**src/rtl/imem_loader.sv**
```systemverilog
// rtl/imem_loader.sv - boot-time byte-stream loader for the instruction memory
//
// Parses a 2-byte little-endian word count N, then 4N payload bytes packed
// little-endian into 32-bit words, writing them to word addresses 0..N-1.
// Holds the processor in reset until the whole image has been written.
//
// Optional feature macro: IMEM_LOADER_CHECKSUM_EN
//   When defined, 4 checksum bytes (word C) follow the payload and the image
//   is accepted only if sum(words) + C == 0 mod 2^32.
//
// Ports:
//   clk        in   clock, rising edge
//   reset      in   asynchronous active-high reset
//   in_valid   in   source presents a byte on in_data
//   in_data    in   stream byte
//   in_ready   out  loader accepts a byte this cycle
//   we         out  instruction-memory write strobe (one cycle per word)
//   waddr      out  word address of the write
//   wdata      out  word to write
//   cpu_reset  out  processor reset, high until the load succeeds
//   done       out  image loaded (sticky until reset)
//   err        out  malformed image (sticky until reset)
module imem_loader #(
    parameter int DEPTH = 64,
    parameter int AW    = 6
) (
    input  logic          clk,
    input  logic          reset,
    input  logic          in_valid,
    input  logic [7:0]    in_data,
    output logic          in_ready,
    output logic          we,
    output logic [AW-1:0] waddr,
    output logic [31:0]   wdata,
    output logic          cpu_reset,
    output logic          done,
    output logic          err
);

    typedef enum logic [2:0] {
        S_HDR0,
        S_HDR1,
        S_DATA,
`ifdef IMEM_LOADER_CHECKSUM_EN
        S_CSUM,
`endif
        S_FLUSH,
        S_DONE,
        S_ERR
    } state_t;

    localparam logic [15:0] DEPTH_W = 16'(DEPTH);

    state_t        state_q, state_d;
    logic [7:0]    cnt_lo_q, cnt_lo_d;
    logic [AW-1:0] n_last_q, n_last_d;   // N-1: index of the final word
    logic [1:0]    idx_q, idx_d;         // byte position within the current word
    logic [23:0]   wbuf_q, wbuf_d;       // first three bytes of the current word
    logic [AW-1:0] wcnt_q, wcnt_d;       // address of the next write
    logic          we_q, we_d;
    logic [AW-1:0] waddr_q, waddr_d;
    logic [31:0]   wdata_q, wdata_d;
`ifdef IMEM_LOADER_CHECKSUM_EN
    logic [31:0]   acc_q, acc_d;
`endif

    logic          ready_c;
    logic          accept;
    logic [15:0]   n_hdr;
    logic [31:0]   word;
    logic [23:0]   wbuf_next;

    assign accept = in_valid & ready_c;
    assign n_hdr  = {in_data, cnt_lo_q};
    assign word   = {in_data, wbuf_q};

    // Byte lane placement shared by payload and checksum collection.
    always_comb begin
        wbuf_next = wbuf_q;
        case (idx_q)
            2'd0:    wbuf_next[7:0]   = in_data;
            2'd1:    wbuf_next[15:8]  = in_data;
            2'd2:    wbuf_next[23:16] = in_data;
            default: wbuf_next        = wbuf_q;
        endcase
    end

    always_comb begin
        state_d  = state_q;
        cnt_lo_d = cnt_lo_q;
        n_last_d = n_last_q;
        idx_d    = idx_q;
        wbuf_d   = wbuf_q;
        wcnt_d   = wcnt_q;
        we_d     = 1'b0;
        waddr_d  = waddr_q;
        wdata_d  = wdata_q;
        ready_c  = 1'b0;
`ifdef IMEM_LOADER_CHECKSUM_EN
        acc_d    = acc_q;
`endif
        case (state_q)
            S_HDR0: begin
                ready_c = 1'b1;
`ifdef IMEM_LOADER_CHECKSUM_EN
                acc_d   = '0;
`endif
                if (accept) begin
                    cnt_lo_d = in_data;
                    state_d  = S_HDR1;
                end
            end
            S_HDR1: begin
                ready_c = 1'b1;
                if (accept) begin
                    if (n_hdr == 16'd0 || n_hdr > DEPTH_W) begin
                        state_d = S_ERR;
                    end else begin
                        n_last_d = AW'(n_hdr - 16'd1);
                        idx_d    = 2'd0;
                        wcnt_d   = '0;
                        state_d  = S_DATA;
                    end
                end
            end
            S_DATA: begin
                ready_c = 1'b1;
                if (accept) begin
                    idx_d  = idx_q + 2'd1;
                    wbuf_d = wbuf_next;
                    if (idx_q == 2'd3) begin
                        we_d    = 1'b1;
                        waddr_d = wcnt_q;
                        wdata_d = word;
                        wcnt_d  = wcnt_q + AW'(1);
`ifdef IMEM_LOADER_CHECKSUM_EN
                        acc_d   = acc_q + word;
                        if (wcnt_q == n_last_q) state_d = S_CSUM;
`else
                        if (wcnt_q == n_last_q) state_d = S_FLUSH;
`endif
                    end
                end
            end
`ifdef IMEM_LOADER_CHECKSUM_EN
            S_CSUM: begin
                ready_c = 1'b1;
                if (accept) begin
                    idx_d  = idx_q + 2'd1;
                    wbuf_d = wbuf_next;
                    if (idx_q == 2'd3) begin
                        // Folding C into the sum leaves a plain zero test for FLUSH.
                        acc_d   = acc_q + word;
                        state_d = S_FLUSH;
                    end
                end
            end
            S_FLUSH: state_d = (acc_q == 32'd0) ? S_DONE : S_ERR;
`else
            S_FLUSH: state_d = S_DONE;
`endif
            S_DONE:  state_d = S_DONE;
            S_ERR:   state_d = S_ERR;
            default: state_d = S_ERR;
        endcase
    end

    always_ff @(posedge clk or posedge reset) begin
        if (reset) begin
            state_q  <= S_HDR0;
            cnt_lo_q <= '0;
            n_last_q <= '0;
            idx_q    <= '0;
            wbuf_q   <= '0;
            wcnt_q   <= '0;
            we_q     <= 1'b0;
            waddr_q  <= '0;
            wdata_q  <= '0;
`ifdef IMEM_LOADER_CHECKSUM_EN
            acc_q    <= '0;
`endif
        end else begin
            state_q  <= state_d;
            cnt_lo_q <= cnt_lo_d;
            n_last_q <= n_last_d;
            idx_q    <= idx_d;
            wbuf_q   <= wbuf_d;
            wcnt_q   <= wcnt_d;
            we_q     <= we_d;
            waddr_q  <= waddr_d;
            wdata_q  <= wdata_d;
`ifdef IMEM_LOADER_CHECKSUM_EN
            acc_q    <= acc_d;
`endif
        end
    end

    // The state register sits at HDR0 during reset, so ready is masked here.
    assign in_ready  = ready_c & ~reset;
    assign we        = we_q;
    assign waddr     = waddr_q;
    assign wdata     = wdata_q;
    assign cpu_reset = (state_q != S_DONE);
    assign done      = (state_q == S_DONE);
    assign err       = (state_q == S_ERR);

endmodule

```
**config.mk**
```make
export PLATFORM = sky130hd
export DESIGN_NAME = imem_loader
export DESIGN_NICKNAME = d
export VERILOG_FILES = /design/src/rtl/imem_loader.sv
export SDC_FILE = /design/constraint.sdc
export NUM_CORES = 1
export LEC_CHECK = 0
export CORE_AREA = 4 4 87 89
export CTS_BUF_LIST = sky130_fd_sc_hd__clkbuf_16
export DETAILED_ROUTE_END_ITERATION = 8
export DIE_AREA = 0 0 91 93
export MAX_ROUTING_LAYER = met4
export PLACE_DENSITY = 0.87
export RECOVER_POWER = 100
export SLEW_MARGIN = 20
export SYNTH_ARGS = -nofsm -noshare
export SYNTH_HDL_FRONTEND = slang
export SYNTH_SLANG_ARGS = --single-unit
export TNS_END_PERCENT = 10
```
**constraint.sdc**
```tcl
create_clock -name clk -period 7.5 [get_ports clk]
set_input_delay 1.5 -clock clk [delete_from_list [all_inputs] [get_ports clk]]
set_output_delay 1.5 -clock clk [all_outputs]
set_load 0.02 [all_outputs]
```
==> results.sh <==
export IMPL_p_total_mw=0.9916
export IMPL_grt_start_max_net_pins=54
export IMPL_cts_buffers=9
export IMPL_antenna_found_initial=0
export IMPL_syn_nets=300
export IMPL_drtIter0Drc=184
export IMPL_grt_pass1_vias=2615
export IMPL_io_buffers=53
export IMPL_min_period_over_period_pct=77.98
export IMPL_floorplan_initialDensity_pct=57.04
export IMPL_cts_sinks=88
export IMPL_coreArea_mm2=0.006756
export IMPL_cts_setup_buffers=0
export IMPL_post_route_util_pct=69.52
export IMPL_hp_class="reg2reg"
export IMPL_vias=2474
export IMPL_async_flop_share_pct=100.0
export IMPL_slew_headroom_pct=-88.85
export IMPL_violations="capacitance limit, slew limit"
export IMPL_drcViolationCount=0
export IMPL_cts_root_buf="clkbuf_16"
export IMPL_area_growth_pct=21.88
export IMPL_hpwlAfterDp_mm=5.255
export IMPL_synth_commonest_cells="dfrtp_1 (88), mux2_2 (69), inv_1 (14), a21oi_1 (12)"
export IMPL_yosysSeqAreaShare_pct=57.14
export IMPL_nets=357
export IMPL_synth_most_common_cell="dfrtp_1"
export IMPL_insertedDiodeCount=0
export IMPL_layout_drive_gt1_share_pct=25.29
export IMPL_reg2reg_slack_ps=3810
export IMPL_regToRegEndpoint="wdata[8]$_DFFE_PP0P_"
export IMPL_yosysWarnings=0
export IMPL_slew_violations=131
export IMPL_path_class="in2out"
export IMPL_crit_fanout=37
export IMPL_postPlaceCellArea_mm2=0.004432
export IMPL_clk_pin_slew_worst_paths_ps=70
export IMPL_htreeDepth=3
export IMPL_rr_worst_depth=5
export IMPL_routabilityCongestion=0.8117
export IMPL_worstHoldStart="wdata[9]$_DFFE_PP0P_"
export IMPL_grt_first_pass_wirelength_mm=13.43
export IMPL_arrival_ps=4350
export IMPL_startpoint="reset"
export IMPL_start_kind="input pin"
export IMPL_holdPathStages=1
export IMPL_worst_ep_required_time_ps=6000
export IMPL_p_per_area_mw_per_mm2=211.1
export IMPL_cap_violations=4
export IMPL_clock_skew_ps=8.178
export IMPL_cts_resized=0
export IMPL_hold_path_end="wdata[9]$_DFFE_PP0P_"
export IMPL_die_w_um=91
export IMPL_final_area_mm2=0.004697
export IMPL_yosys_top_cells_area="dfrtp_1 (57%), mux2_2 (20%), ha_1 (2.3%), a21oi_1 (1.6%), inv_1 (1.4%)"
export IMPL_vdd_drop_max_mv=0.1580
export IMPL_wl_mm=8.370
export IMPL_cts_max_path_buffers=2
export IMPL_rsz0062_at_grt="no"
export IMPL_min_period_ps=5849
export IMPL_dr_pass1_iters=5
export IMPL_synth_edff_count=0
export IMPL_wl_per_cell_um=19.74
export IMPL_syn_inst=282
export IMPL_vias_per_cell=5.835
export IMPL_busiest_layer="met2"
export IMPL_yosysTopAreaCellShare_pct=57.14
export IMPL_final_setup_tns_ps=0
export IMPL_die_area_mm2=0.008463
export IMPL_grt_util_met2_pct=36.11
export IMPL_holdWs_ps=499.0
export IMPL_ctsHoldBuffers=0
export IMPL_synth_cell_type_count=45
export IMPL_yosys_area_top_type="dfrtp_1"
export IMPL_gr_usage_all_layers_pct=21.30
export IMPL_die_y_um=93
export IMPL_p_leak_nw=2.400
export IMPL_grt_use_met3_pct=5.310
export IMPL_ys_flop_type="dfrtp_1"
export IMPL_antenna_left=0
export IMPL_worst_slew_pin_slew_ps=2833
export IMPL_ys_seq_elements=88
export IMPL_row_count=30
export IMPL_clk_latency_ps=330
export IMPL_rr_startpoint="state_q[0]$_DFFE_PP0P_"
export IMPL_gr_usage_met1_pct=24.91
export IMPL_num_io_pins=54
export IMPL_clock_fmax_mhz=171.0
export IMPL_cts_tree="built"
export IMPL_finalHoldViolCount=0
export IMPL_crit_path_end_kind="output port"
export IMPL_syn_area_mm2=0.003854
export IMPL_setup_violations_final=0
export IMPL_status="complete, but fails checks"
export IMPL_overflow=0
export IMPL_synth_area_per_cell_um2=13.67
[placed cells by master (no fill, tap or decap), types with 5 or more instances in the layout]
| cell type | netlist | layout |
|---|---|---|
| a21oi_1 | 12 | 13 |
| clkbuf_16 | 0 | 9 |
| clkdlybuf4s50_1 | 0 | 8 |
| dfrtp_1 | 88 | 88 |
| dlygate4sd3_1 | 0 | 45 |
| ha_1 | 7 | 7 |
| inv_1 | 14 | 15 |
| mux2_1 | 0 | 5 |
| mux2_2 | 69 | 66 |
| nand2_1 | 7 | 7 |
| nand3_1 | 6 | 7 |
| nor2_1 | 5 | 6 |
| o21ai_0 | 6 | 6 |
| xnor2_1 | 6 | 6 |
[state kept, by name, indices dropped and copies added, names as in the netlist]
register / cells
wdata: 32
wbuf_q: 24
cnt_lo_q: 8
n_last_q: 6
waddr: 6
wcnt_q: 6
state_q: 3
idx_q: 2
we: 1
[critical path, stage by stage]
cell and delay (ps):
dlygate4sd3_1 540, clkinvlp_2 1200, and2_1 560, clkdlybuf4s50_1 550
[worst max-delay path by stage]
| stage | endpoint | slack (ps) |
|---|---|---|
| final | in_ready | 1650 |
| after global routing | in_ready | 1270 |
| after detailed placement | in_ready | 2590 |
| after global placement | in_ready | 2610 |
| after floorplan | in_ready | 2240 |
| after CTS | in_ready | 2600 |
[kinds of logic (layout without fill, tap and decap cells)]
family,Yosys count,after routing,synth area share [%]
adders and majority gates,7,7,2.273
buffers and inverters,23,85,3.084
and+or+nand+nor,44,44,7.306
DFF,88,88,57.14
xor gates and xnor gates,8,8,1.818
AOI/OAI and AO/OA,37,37,6.396
muxes,75,75,21.98
[area by class of cell]
cell class,count,area (um^2)
Sequential cell,88,2202
Fill cell,463,2059
Multi-Input combinational cell,171,1484
Timing Repair Buffer,55,538.0
Clock buffer,9,225.2
Tap cell,80,100.1
Clock inverter,7,93.84
Inverter,14,53.80
[metal layers]
| layer | routed length (um) | vias up |
|---|---|---|
| met5 | 0 | - |
| met4 | 145 | 0 |
| met3 | 401 | 11 |
| met2 | 4435 | 73 |
| met1 | 3388 | 1261 |
| li1 | - | 1129 |
[power by group]
| part | internal, mW | leakage (nW) | switching [mW] |
|---|---|---|---|
| Combinational | 0.00973 | 1.07 | 0.0199 |
| Sequential | 0.477 | 1.17 | 0.00274 |
| Clock | 0.293 | 0.163 | 0.190 |
[per-stage QoR]
step / setup WS [ps] / cells
after floorplan: 2236 / 282
after CTS: 2597 / 423
after detailed placement: 2586 / 407
after global placement: 2609 / 407
final: 1651 / 424
after global routing: 1273 / 424
No activity file was read; power rests on OpenSTA's default activity.
